<file path="src/rtl/bellek_asamasi_pkg.sv">
// rtl/bellek_asamasi_pkg.sv - shared types and helpers for the memory stage
//
// Purpose: uop layout, memory-op encodings, FSM state encodings and
//          small decode helpers used by bellek_asamasi and bellek_hizalayici.
// Ports:   none (package).

package bellek_asamasi_pkg;

   localparam int VERI_W = 32;

   typedef enum logic [3:0] {
      BELLEK_YOK = 4'd0,
      BELLEK_LB  = 4'd1,
      BELLEK_LH  = 4'd2,
      BELLEK_LW  = 4'd3,
      BELLEK_LBU = 4'd4,
      BELLEK_LHU = 4'd5,
      BELLEK_SB  = 4'd6,
      BELLEK_SH  = 4'd7,
      BELLEK_SW  = 4'd8
   } bellek_op_t;

   typedef enum logic [1:0] {
      BELLEK_BOSTA = 2'd0,
      BELLEK_ISTEK = 2'd1,
      BELLEK_YANIT = 2'd2
   } durum_t;

   // rd carries the computed address for memory ops and the result otherwise.
   typedef struct packed {
      logic              valid;
      logic [3:0]        tag;
      logic [4:0]        rd_addr;
      logic              rd_alloc;
      bellek_op_t        bellek;
      logic [VERI_W-1:0] rs2;
      logic [VERI_W-1:0] rd;
   } uop_t;

   function automatic logic bellek_mi(input bellek_op_t op);
      return op inside {BELLEK_LB, BELLEK_LH, BELLEK_LW, BELLEK_LBU, BELLEK_LHU,
                        BELLEK_SB, BELLEK_SH, BELLEK_SW};
   endfunction

   function automatic logic yazma_mi(input bellek_op_t op);
      return op inside {BELLEK_SB, BELLEK_SH, BELLEK_SW};
   endfunction

   // Byte accesses are always aligned; halves need bit 0 clear, words both bits.
   function automatic logic hizali_mi(input bellek_op_t op, input logic [1:0] ofs);
      logic sonuc;
      case (op)
         BELLEK_LH, BELLEK_LHU, BELLEK_SH: sonuc = ~ofs[0];
         BELLEK_LW, BELLEK_SW:             sonuc = (ofs == 2'b00);
         default:                          sonuc = 1'b1;
      endcase
      return sonuc;
   endfunction

endpackage

</file>
<file path="src/rtl/bellek_asamasi_hizalayici.sv">
// rtl/bellek_asamasi_hizalayici.sv - combinational load extract/extend and store lane shift/mask
//
// Purpose: module bellek_hizalayici; turns a raw load word into the
//          aligned, extended result and a store operand into lane data + byte mask.
// Ports:   op_i        memory op of the latched uop
//          ofs_i       byte offset addr[1:0]
//          st_veri_i   store data (uop rs2)
//          yuk_veri_i  raw load word from memory
//          st_veri_o   lane-replicated store data
//          st_maske_o  byte enables (all ones for loads and word stores)
//          yuk_veri_o  aligned, sign/zero-extended load result

module bellek_hizalayici
   import bellek_asamasi_pkg::*;
(
   input  bellek_op_t          op_i,
   input  logic [1:0]          ofs_i,
   input  logic [VERI_W-1:0]   st_veri_i,
   input  logic [VERI_W-1:0]   yuk_veri_i,
   output logic [VERI_W-1:0]   st_veri_o,
   output logic [VERI_W/8-1:0] st_maske_o,
   output logic [VERI_W-1:0]   yuk_veri_o
);

   logic [7:0]  bayt;
   logic [15:0] yarim;

   always_comb begin
      bayt  = yuk_veri_i[{ofs_i, 3'b000} +: 8];
      // Halves are only ever taken from an aligned lane, so bit 0 is not needed.
      yarim = yuk_veri_i[{ofs_i[1], 4'b0000} +: 16];

      case (op_i)
         BELLEK_LB:  yuk_veri_o = {{24{bayt[7]}}, bayt};
         BELLEK_LBU: yuk_veri_o = {24'h0, bayt};
         BELLEK_LH:  yuk_veri_o = {{16{yarim[15]}}, yarim};
         BELLEK_LHU: yuk_veri_o = {16'h0, yarim};
         default:    yuk_veri_o = yuk_veri_i;
      endcase

      case (op_i)
         BELLEK_SB: begin
            st_veri_o  = {4{st_veri_i[7:0]}};
            st_maske_o = 4'b0001 << ofs_i;
         end
         BELLEK_SH: begin
            st_veri_o  = {2{st_veri_i[15:0]}};
            st_maske_o = 4'b0011 << ofs_i;
         end
         default: begin
            st_veri_o  = st_veri_i;
            st_maske_o = 4'b1111;
         end
      endcase
   end

endmodule

</file>
<file path="src/rtl/bellek_asamasi.sv">
// rtl/bellek_asamasi.sv - memory stage between execute and writeback
//
// Purpose: passes non-memory uops through with one cycle of latency, runs
//          loads/stores on a single-outstanding valid/ready memory port and
//          stalls execute while an access is in flight.
// Ports:   clk_i, rstn_i (sync, active-low)
//          yurut_uop_i / duraklat_o          uop from execute, stall back
//          gy_uop_o                          registered uop to writeback
//          bellek_istek_*                    memory request channel
//          bellek_yanit_*                    memory response channel
//          yanlis_hiza_o                     one-cycle misaligned-drop pulse

module bellek_asamasi
   import bellek_asamasi_pkg::*;
#(
   parameter int ADRES_BIT = 32,
   parameter int VERI_BIT  = 32
) (
   input  logic                  clk_i,
   input  logic                  rstn_i,
   input  uop_t                  yurut_uop_i,
   output logic                  duraklat_o,
   output uop_t                  gy_uop_o,
   output logic                  bellek_istek_gecerli_o,
   input  logic                  bellek_istek_hazir_i,
   output logic [ADRES_BIT-1:0]  bellek_istek_adres_o,
   output logic [VERI_BIT-1:0]   bellek_istek_veri_o,
   output logic [VERI_BIT/8-1:0] bellek_istek_maske_o,
   output logic                  bellek_istek_yaz_o,
   input  logic                  bellek_yanit_gecerli_i,
   input  logic [VERI_BIT-1:0]   bellek_yanit_veri_i,
   output logic                  bellek_yanit_hazir_o,
   output logic                  yanlis_hiza_o
);

   durum_t durum_q, durum_d;
   uop_t   uop_q, uop_d;
   uop_t   gy_q, gy_d;
   logic   hiza_q, hiza_d;

   logic [VERI_W-1:0]   st_veri;
   logic [VERI_W/8-1:0] st_maske;
   logic [VERI_W-1:0]   yuk_veri;

   // Both the request and the response path work off the latched uop, so a
   // single aligner instance serves them.
   bellek_hizalayici u_hizalayici (
      .op_i       (uop_q.bellek),
      .ofs_i      (uop_q.rd[1:0]),
      .st_veri_i  (uop_q.rs2),
      .yuk_veri_i (bellek_yanit_veri_i),
      .st_veri_o  (st_veri),
      .st_maske_o (st_maske),
      .yuk_veri_o (yuk_veri)
   );

   always_comb begin
      durum_d = durum_q;
      uop_d   = uop_q;
      gy_d    = '0;
      hiza_d  = 1'b0;

      case (durum_q)
         BELLEK_BOSTA: begin
            if (yurut_uop_i.valid) begin
               if (!bellek_mi(yurut_uop_i.bellek)) begin
                  gy_d = yurut_uop_i;
               end else if (hizali_mi(yurut_uop_i.bellek, yurut_uop_i.rd[1:0])) begin
                  uop_d   = yurut_uop_i;
                  durum_d = BELLEK_ISTEK;
               end else begin
                  gy_d          = yurut_uop_i;
                  gy_d.rd_alloc = 1'b0;
                  hiza_d        = 1'b1;
               end
            end
         end
         BELLEK_ISTEK: begin
            if (bellek_istek_hazir_i) begin
               if (yazma_mi(uop_q.bellek)) begin
                  gy_d          = uop_q;
                  gy_d.rd_alloc = 1'b0;
                  durum_d       = BELLEK_BOSTA;
               end else begin
                  durum_d = BELLEK_YANIT;
               end
            end
         end
         BELLEK_YANIT: begin
            if (bellek_yanit_gecerli_i) begin
               gy_d    = uop_q;
               gy_d.rd = yuk_veri;
               durum_d = BELLEK_BOSTA;
            end
         end
         default: durum_d = BELLEK_BOSTA;
      endcase
   end

   always_ff @(posedge clk_i) begin
      if (!rstn_i) begin
         durum_q <= BELLEK_BOSTA;
         uop_q   <= '0;
         gy_q    <= '0;
         hiza_q  <= 1'b0;
      end else begin
         durum_q <= durum_d;
         uop_q   <= uop_d;
         gy_q    <= gy_d;
         hiza_q  <= hiza_d;
      end
   end

   assign duraklat_o             = (durum_q != BELLEK_BOSTA);
   assign gy_uop_o               = gy_q;
   assign yanlis_hiza_o          = hiza_q;
   assign bellek_istek_gecerli_o = (durum_q == BELLEK_ISTEK);
   assign bellek_istek_adres_o   = {uop_q.rd[ADRES_BIT-1:2], 2'b00};
   assign bellek_istek_veri_o    = st_veri;
   assign bellek_istek_maske_o   = st_maske;
   assign bellek_istek_yaz_o     = yazma_mi(uop_q.bellek);
   // Idle also accepts responses so anything left over from a reset mid-load drains.
   assign bellek_yanit_hazir_o   = (durum_q != BELLEK_ISTEK);

endmodule

</file>
<file path="config.mk">
export PLATFORM = sky130hd
export DESIGN_NAME = bellek_asamasi
export DESIGN_NICKNAME = d
export VERILOG_FILES = /design/src/rtl/bellek_asamasi_pkg.sv /design/src/rtl/bellek_asamasi_hizalayici.sv /design/src/rtl/bellek_asamasi.sv
export SDC_FILE = /design/constraint.sdc
export NUM_CORES = 1
export LEC_CHECK = 0
export CORE_ASPECT_RATIO = 1.1
export CORE_UTILIZATION = 50
export DETAILED_ROUTE_END_ITERATION = 10
export MAX_ROUTING_LAYER = met4
export PLACE_DENSITY = 0.91
export SETUP_SLACK_MARGIN = 0.3
export SLEW_MARGIN = 20
export SYNTH_ARGS = -nofsm -noshare
export SYNTH_HDL_FRONTEND = slang
export SYNTH_SLANG_ARGS = --single-unit
</file>
<file path="constraint.sdc">
create_clock -name clk_i -period 5.75 [get_ports clk_i]
set_input_delay 1.15 -clock clk_i [delete_from_list [all_inputs] [get_ports clk_i]]
set_output_delay 1.15 -clock clk_i [all_outputs]
set_load 0.005 [all_outputs]
</file>
==> Word level (Yosys, flattened, before mapping) <==
Cells that the tools add are included.
{ "totals": {"regBits": 161, "input_bits": 115, "word_cells": 76} }
{ "op_classes": {"n_bitwise": 1, "eq_ne": 23, "n_mux": 22, "shifts": 4, "reduce_logical": 10} }
{ "op_table": {"columns": ["operator", "count"], "rows": [
  ["$mux 79", 6],
  ["$pmux 79 s3", 1],
  ["$pmux 32 s4", 1],
  ["$pmux 32 s2", 1],
  ["$eq 4x3->1 const B", 8],
  ["$shiftx 32x6->16", 1],
  ["$shiftx 32x6->8", 1],
  ["$eq 4x2->1 const B", 3],
  ["$mux 2", 6],
  ["$eq 4x1->1 const B", 2],
  ["$eq 4x4->1 const B", 2],
  ["$ne 2x2->1 const B", 4],
  ["$pmux 4 s2", 1],
  ["$reduce_and 4->1", 2],
  ["$reduce_bool 8->1", 1],
  ["$pmux 2 s3", 1],
  ["$reduce_and 5->1", 1],
  ["$logic_not 2->1", 2],
  ["$mux 1", 4],
  ["$ne 2x1->1 const B", 2],
  ["$shl 1x2->4 const A", 1],
  ["$shl 2x2->4 const A", 1],
  ["$reduce_bool 3->1", 1],
  ["$reduce_or 3->1", 1],
  ["6 further kinds", 6]
]} }

==> Longest topological paths before layout <==
Gate-level depths: netlist (run 1).
{ "depth": {"ltp_word": 10, "ltp_mapped": 7, "mapped_depth_nobuf": 4} }

==> Modules after synthesis <==
From an unflattened synthesis (run 1), not the netlist that was laid out.
{ "unflattened": {"cells_unflattened": 815, "hier_area_um2": 7527.2} }
{ "modules_own_cells": {"columns": ["mod", "area_each_um2", "cells_each", "instances", "seq_area_each_um2"], "rows": [
  ["bellek_asamasi", 6382.4, 643, 1, 3223.1],
  ["bellek_hizalayici", 1144.8, 172, 1, 0.0]
]} }

==> Least setup slack after synthesis (run 1) <==
OpenSTA, ideal clock, no wires.
{ "synth_path": {"kind": "input-to-reg", "startpoint": "input port yurut_uop_i[64] in the netlist's numbering", "endpoint": "register durum_q[0]", "t_arrival_ns": 2.547, "setup_slack_ns": 3.089, "t_required_ns": 5.635, "path_stages": 7, "path_cell_list": "buf_2 > or4b_1 > o22ai_2 > nor4_1 > buf_6 > buf_6 > o21a_1"} }
{ "synth_via": {"elab_chain_cells": 8, "elab_cells_between_ends": 18, "cone_classes": "eq/ne: 10; mux: 4; reduce/logical: 4"} }
{ "synth_lines": {"columns": ["element", "line_no", "text"], "rows": [
  ["start, declared", "bellek_asamasi.sv:21", "input uop_t yurut_uop_i,"],
  ["$eq 4x2->1 (tied with other cells)", "bellek_asamasi_pkg.sv:41, bellek_asamasi_pkg.sv:52", null],
  ["$reduce_or 3->1 or $reduce_or 2->1 (tied branches)", "bellek_asamasi_pkg.sv:52", "case (op)"],
  ["$pmux 1 s2", "bellek_asamasi_pkg.sv:52", null],
  ["$mux 1", "bellek_asamasi.sv:66", "if (!bellek_mi(yurut_uop_i.bellek)) begin"],
  ["$mux 1", "bellek_asamasi.sv:65", "if (yurut_uop_i.valid) begin"],
  ["$mux 1", "bellek_asamasi.sv:63", "case (durum_q)"],
  ["$ne 2x2->1 (no source line)", null, null],
  ["$reduce_and 5->1 (no source line) (*)", null, null],
  ["end signal, assigned", "bellek_asamasi.sv:107", "durum_q <= durum_d;"],
  ["end, declared", "bellek_asamasi.sv:36", "durum_t durum_q, durum_d;"]
]} }
Every way passes the cells marked *; elsewhere a longest branch is shown, timed or not. The select of a mux whose other input is x is not followed.
A chain may end at the register's enable or synchronous reset.

==> Worst setup path after layout (run 1) <==
{ "layout_path": {"startpoint": "register uop_q[66] in the netlist's numbering", "endpoint": "output port bellek_istek_veri_o[10]"} }
{ "layout_via": {"elab_chain_cells": 2, "elab_cells_between_ends": 3, "cone_classes": "eq/ne: 2; mux: 1"} }
{ "layout_lines": {"columns": ["element", "line_no", "text"], "rows": [
  ["start, declared", "bellek_asamasi.sv:37", "uop_t uop_q, uop_d;"],
  ["start signal, assigned", "bellek_asamasi.sv:108", "uop_q <= uop_d;"],
  ["$eq 4x3->1", "bellek_asamasi_hizalayici.sv:41", "case (op_i)"],
  ["$pmux 32 s2 (*)", "bellek_asamasi_hizalayici.sv:41", null],
  ["end, declared", "bellek_asamasi.sv:27", "output logic [VERI_BIT-1:0] bellek_istek_veri_o,"]
]} }
Every way passes the cells marked *; elsewhere a longest branch is shown, timed or not.

==> summary.md, run 1 <==
| Metric | Value |
|---|---|
| Status | `complete, no violations` |
| Diode count | `0` |
| CP Launch Point | `uop_q[66]` |
| FF-to-FF End | `gy_uop_o[50]` |
| DP HPWL | `16.58 mm` |
| Final worst path period need | `4054 ps` |
| Via count | `7225` |
| Root Buffer | `clkbuf_16` |
| Setup violators final | `0` |
| Worst-Margin Slew | `1017 ps` |
| GR Overflow Total | `0` |
| Cell Chain, Critical Path | `nand3b_1, nor2_1, mux2_2, clkdlybuf4s50_1` |
| CTS Buf Count | `17` |
| Largest fanout on the critical path | `18` |
| Largest net degree at the start of global routing | `106` |
| Syn-to-layout area delta | `36.68%` |
| Fin. max-slew vios | `0` |
| Fin util | `0.7052` |
| Critical path endpoint | `bellek_istek_veri_o[10]` |
| Flop2flop setup slack | `3090 ps` |
| Initial antenna violation count | `0` |
| Reg area | `0.003223 mm²` |
| Hold Slack | `456.0 ps` |
| PostCTS Resize Cnt | `0` |
| RePlAce Congestion | `0.8608` |
| DR WL met2 | `11.75 mm` |
| Max_cap viols | `0` |
| Post-place instance area | `0.01013 mm²` |
| Routed len/inst | `18.65 µm` |
| YS warnings | `0` |
| Clock Latency Late Sink | `420 ps` |
| Syn Inst Count | `888` |
| Antenna Violating Nets Remaining | `0` |
| Worst VDD drop | `188.5 µV` |
| Multi-input gate area | `0.003815 mm²` |
| Power Density | `260.2 mW/mm²` |
| Syn Std Cell Area | `0.007828 mm²` |
| Design Area, Final | `0.01070 mm²` |
| Iter 0 DRT Violations | `622` |
| Die area | `0.01616 mm²` |
| Period utilisation layout | `0.7051` |
| Die W | `121.3 µm` |
| CTS Sinks | `161` |
| Core area | `0.01517 mm²` |
| Reg-to-Reg Start | `uop_q[67]` |
| DR DRC count | `0` |
| CTS tree | `yes` |
| WS Path Type | `flip-flop to output pin` |
| Post-CTS Setup Repair Bufs | `0` |
| Vias per cell | `5.658` |
| Slew headroom | `0.3222` |
| Layout Skew | `8.357 ps` |
| IO buf count | `264` |
| WL met3 | `1.829 mm` |
| Initial Utilization | `0.5159` |
| Hold Vio Cnt, Final | `0` |
| Hold_buf cts | `0` |
| Slowest stage delay, CP | `720 ps` |
| Share of cells above drive strength 1 | `0.06383` |
| Synth cell types | `68` |
| RSZ-0062 raised after global routing | `no` |
| Max Used Layer | `met4` |
| EDFF count, synth | `0` |
| Vias in the first global route | `6817` |
| Setup TNS | `0 ps` |
| Mean post-synth cell area | `8.815 µm²` |
| Overall Global Routing Usage | `0.2988` |
| Synth Flop Type | `dfxtp_1` |
| CP Capture Type | `output pin` |
| FF+latch count, synth | `161` |
| Fmax | `0.2467 GHz` |
| FFs w/ async S/R, synth | `0` |
| Hold Crit Class | `flip-flop to flip-flop` |
| Seq/Total Area, Yosys | `0.4118` |
| WL final | `23.82 mm` |
| DRT met1 WL | `9.397 mm` |
| Die outline height | `133.2 µm` |
| Slowest CP cell | `dfxtp_1` |
| CTS clk-pin slew, worst paths | `60 ps` |
| Worst Reg2Reg Path Length in Cells | `5` |
| Drt pass-1 iters | `6` |
| Global-route wire length before repair | `35.97 mm` |
| Fill cells | `1138` |
| CP arrival | `2900 ps` |
| Clock buffer depth | `2` |
| Leak pwr | `0.004122 µW` |
| Startpoint types | `flip-flop` |
| CP required | `4600 ps` |
| # nets final | `1185` |
| H-Tree Depth | `4` |
| Io pins | `267` |
| # rows | `47` |
==> cells by family after synthesis <==
family	after synthesis	synth area share
AO/OA/AOI/OAI	156	0.1613
XOR/XNOR	2	0.002238
buffers and inverters	144	0.1044
flip-flops	161	0.4118
multiplexers	111	0.1463
other	1	0.0004791
AND/OR/NAND/NOR	313	0.1736
==> cells in the mapped netlist (3+ instances only) <==
cell type	count	area (µm²)
buf_1	3	11.26
a21oi_1	4	20.02
and3_1	4	25.02
a31oi_1	3	18.77
and2_1	6	37.54
buf_2	20	100.1
o211ai_1	16	120.1
mux2i_1	93	930.9
inv_1	32	120.1
o221ai_1	18	157.7
nand2b_1	5	31.28
o22ai_1	7	43.79
nand3_1	5	25.02
nand3b_1	5	37.54
buf_4	41	307.8
dfxtp_1	161	3223
o21ai_0	16	80.08
a22o_1	42	367.9
a21boi_0	3	22.52
nand2_1	233	874.6
buf_6	13	146.4
a21o_1	8	60.06
nor2_1	26	97.59
mux2_2	17	191.4
clkbuf_1	35	131.4
nor3_1	7	35.03
a221o_1	7	70.07
a2111o_1	5	56.30
and3b_1	3	26.28
==> metal layers <==
metal  global-route usage  vias up
met5                    -        -
met4               0.1433        0
met3              0.06764       63
met2               0.4830      353
met1               0.3481     3402
li1                     -     3407
==> cells in the final DEF, fill, tap and decap left out, types with 5 or more instances in the layout <==
cell type / n
o221ai_1: 18
a21o_1: 8
nand2b_1: 5
a2111o_1: 5
clkbuf_16: 17
inv_1: 32
clkdlybuf4s50_1: 263
a22o_1: 42
mux2_2: 17
nor2_1: 26
o22ai_1: 7
nor3_1: 7
nand3b_1: 5
nand2_1: 233
o211ai_1: 16
dfxtp_1: 161
nand3_1: 5
o21ai_0: 16
buf_4: 10
a221o_1: 7
and2_1: 6
mux2i_1: 93
==> where the power goes <==
part	total (µW)	internal, µW	switching [µW]
logic	464	256	208
registers	1230	1180	50.7
clock network	1090	644	450
total	2780	2080	708
==> worst max-delay path, delay by kind of cell (launching register included) <==
family	cells	cell delay [ps]
AND/OR/NAND/NOR	2	890
buffers and inverters	1	460
flip-flops	1	720
multiplexers	1	420
==> worst min path at each step <==
| stage | start | depth (start not counted) | to |
|---|---|---|---|
| 5_1_grt | uop_q[75] | 2 | uop_q[75] |
| 6_report | uop_q[74] | 2 | uop_q[74] |
| 4_1_cts | uop_q[74] | 2 | uop_q[74] |
| 3_5_place_dp | uop_q[78] | 1 | uop_q[78] |
| 3_3_place_gp | uop_q[72] | 2 | uop_q[72] |
| 2_1_floorplan | uop_q[78] | 1 | uop_q[78] |
==> through the flow <==
| step | std cells | total power [µW] | worst slack, ps |
|---|---|---|---|
| 2_1_floorplan | 889 | 1480 | 3089 |
| 3_3_place_gp | 1246 | 1696 | 2173 |
| 3_5_place_dp | 1247 | 1708 | 2059 |
| 4_1_cts | 1277 | 2789 | 1718 |
| 5_1_grt | 1277 | 2880 | 1559 |
| 6_report | 1277 | 2784 | 1696 |
==> final cells by class <==
| class | instances | share of cell area |
|---|---|---|
| Multi-Input combinational cell | 584 | 0.3566 |
| Sequential cell | 161 | 0.3013 |
| Timing Repair Buffer | 274 | 0.2556 |
| Clock buffer | 20 | 0.04175 |
| Tap cell | 196 | 0.02292 |
| Inverter | 32 | 0.01123 |
| Clock inverter | 10 | 0.01064 |
==> flip-flops by register name, indices dropped and copies added (netlist names) <==
| name | flops |
|---|---|
| uop_q | 49 |
| yanlis_hiza_o | 1 |
| gy_uop_o | 79 |
| bellek_istek_adres_o | 30 |
| durum_q | 2 |
Note: power is estimated with default switching activity, not from simulation.
==> run 2, diff against run 1 <==
CORE_UTILIZATION = 46   (was 50)
PLACE_DENSITY = 0.85   (was 0.91)
clock period = 4.2 ns   (was 5.75 ns; I/O delays follow)
==> summary.md, run 2 (same netlist as run 1, synthesis figures left out) <==
| Metric | Value |
|---|---|
| Status | `complete, no violations (unchanged)` |
| Diode count | `0 (unchanged)` |
| WS Path Type | `flip-flop to output pin (unchanged)` |
| Vias per cell | `5.525 (was 5.658)` |
| Final worst path period need | `3697 ps` |
| Largest net degree at the start of global routing | `95 (was 106)` |
| CP required | `3360 ps (was 4600 ps)` |
| Clock buffer depth | `2 (unchanged)` |
| CTS Buf Count | `17 (unchanged)` |
| Via count | `7127 (was 7225)` |
| Die W | `126.4 µm (was 121.3 µm)` |
| Most frequent cells in the layout | `clkdlybuf4s50_1, nand2_1, dfxtp_1 (unchanged)` |
| Max_cap viols | `0 (unchanged)` |
| Syn-to-layout area delta | `37.21% (was 36.68%)` |
| Fmax | `0.2705 GHz` |
| H-Tree Depth | `4 (unchanged)` |
| CTS tree | `yes (unchanged)` |
| Leak pwr | `0.004157 µW (was 0.004122 µW)` |
| DR DRC count | `0 (unchanged)` |
| CTS Sinks | `161 (unchanged)` |
| Worst-Margin Slew | `900.1 ps (was 1017 ps)` |
| Global-route wire length before repair | `36.29 mm (was 35.97 mm)` |
| Die outline height | `138.8 µm (was 133.2 µm)` |
| Fin util | `0.6512 (was 0.7052)` |
| CTS clk-pin slew, worst paths | `70 ps (was 60 ps)` |
| Setup TNS | `0 ps (unchanged)` |
| Period utilisation layout | `0.8802` |
| Post-CTS Setup Repair Bufs | `0 (unchanged)` |
| Total power | `3831 µW (was 2784 µW)` |
| Antenna Violating Nets Remaining | `0 (unchanged)` |
| Setup violators final | `0 (unchanged)` |
| Worst VDD drop | `258.9 µV (was 188.5 µV)` |
| Slew headroom | `0.3982 (was 0.3222)` |
| WL final | `23.41 mm (was 23.82 mm)` |
| Power Density | `356.7 mW/mm² (was 260.2 mW/mm²)` |
| GR Overflow Total | `0 (unchanged)` |
| Hold_buf cts | `0 (unchanged)` |
| Iter 0 DRT Violations | `493 (was 622)` |
| Initial antenna violation count | `0 (unchanged)` |
| Startpoint types | `flip-flop (unchanged)` |
| CP arrival | `2860 ps (was 2900 ps)` |
| Fin. max-slew vios | `0 (unchanged)` |
| Hold Crit Class | `flip-flop to flip-flop (unchanged)` |
| Drt pass-1 iters | `4 (was 6)` |
| Routed len/inst | `18.15 µm (was 18.65 µm)` |
| Share of cells above drive strength 1 | `0.07090 (was 0.06383)` |
| Die area | `0.01754 mm² (was 0.01616 mm²)` |
| Hold Vio Cnt, Final | `0 (unchanged)` |
| Clock Latency Late Sink | `430 ps (was 420 ps)` |
| Largest register FFs | `79 (unchanged)` |
| DP HPWL | `16.74 mm (was 16.58 mm)` |
| Initial Utilization | `0.4746 (was 0.5159)` |
| # rows | `49 (was 47)` |
| Overall Global Routing Usage | `0.2747 (was 0.2988)` |
| Layout Skew | `9.015 ps (was 8.357 ps)` |
| CP Capture Type | `output pin (unchanged)` |
| Vias in the first global route | `6887 (was 6817)` |
| Largest fanout on the critical path | `18 (unchanged)` |
| Most common cell after layout, fill and taps aside | `clkdlybuf4s50_1 (unchanged)` |
| Root Buffer | `clkbuf_16 (unchanged)` |
| Io pins | `267 (unchanged)` |
| IO buf count | `264 (unchanged)` |
| RePlAce Congestion | `0.9558 (was 0.8608)` |
| RSZ-0062 raised after global routing | `no (unchanged)` |
| Core area | `0.01649 mm² (was 0.01517 mm²)` |
| PostCTS Resize Cnt | `0 (unchanged)` |
| # nets final | `1188 (was 1185)` |
## run 2: changes by cell type in the layout (fill, tap and decap cells not counted), sizes merged
| cell | change |
|---|---|
| clkinvlp | -3 |
| inv | +8 |
| clkinv | +1 |
| buf | +3 |
| clkbuf | -3 |
| bufinv | -1 |
## run 2: power breakdown
group	internal, µW	leakage, µW	switching (µW)	total, µW
Sequential	1610	0.00131	70.4	1680
Clock	833	0.000282	682	1520
Combinational	353	0.00256	283	636
Total	2790	0.00416	1040	3830
## run 2: worst max-delay path, cell delays in order, from the launching register on
cell and delay [ps]:
dfxtp_1 720, nand3b_1 180, nor2_1 670, mux2_2 420
clkdlybuf4s50_1 440
## run 2: layer usage
layer | global-route usage | vias up | share of wire
met5 | - | - | 0
met4 | 0.1452 | 0 | 0.043
met3 | 0.06906 | 66 | 0.067
met2 | 0.4356 | 295 | 0.48
met1 | 0.3192 | 3358 | 0.41
li1 | - | 3408 | -
## run 2: worst paths after layout
check / depth (start not counted) / startpoint / end / slack [ps]
worst min register to register: 2 / uop_q[74] / uop_q[74] / 460
worst min-delay path: 2 / uop_q[74] / uop_q[74] / 460
worst max register to register: 4 / uop_q[65] / gy_uop_o[14] / 1650
worst max-delay path: 4 / uop_q[66] / bellek_istek_veri_o[11] / 500
## run 2: layout make-up
type                    instances  area (µm²)
clock buffers                  17       425.4
clock inverters                15       146.4
fillers                      1326        5752
inverters                      32       120.1
multi-input cells             584        3820
flip-flops and latches        161        3223
well taps                     204       255.2
repair buffers                277        2750
## run 2: per-stage QoR
stage	instances	worst slack, ps	cell area (µm²)	hold slack [ps]
final	1290	503.1	10740	458.7
after global routing	1290	353.8	10740	481.0
after CTS	1290	512.9	10740	458.3
after detailed placement	1258	790.1	10160	448.1
after global placement	1258	906.7	10160	440.5
after floorplan	889	1849	7831	434.1
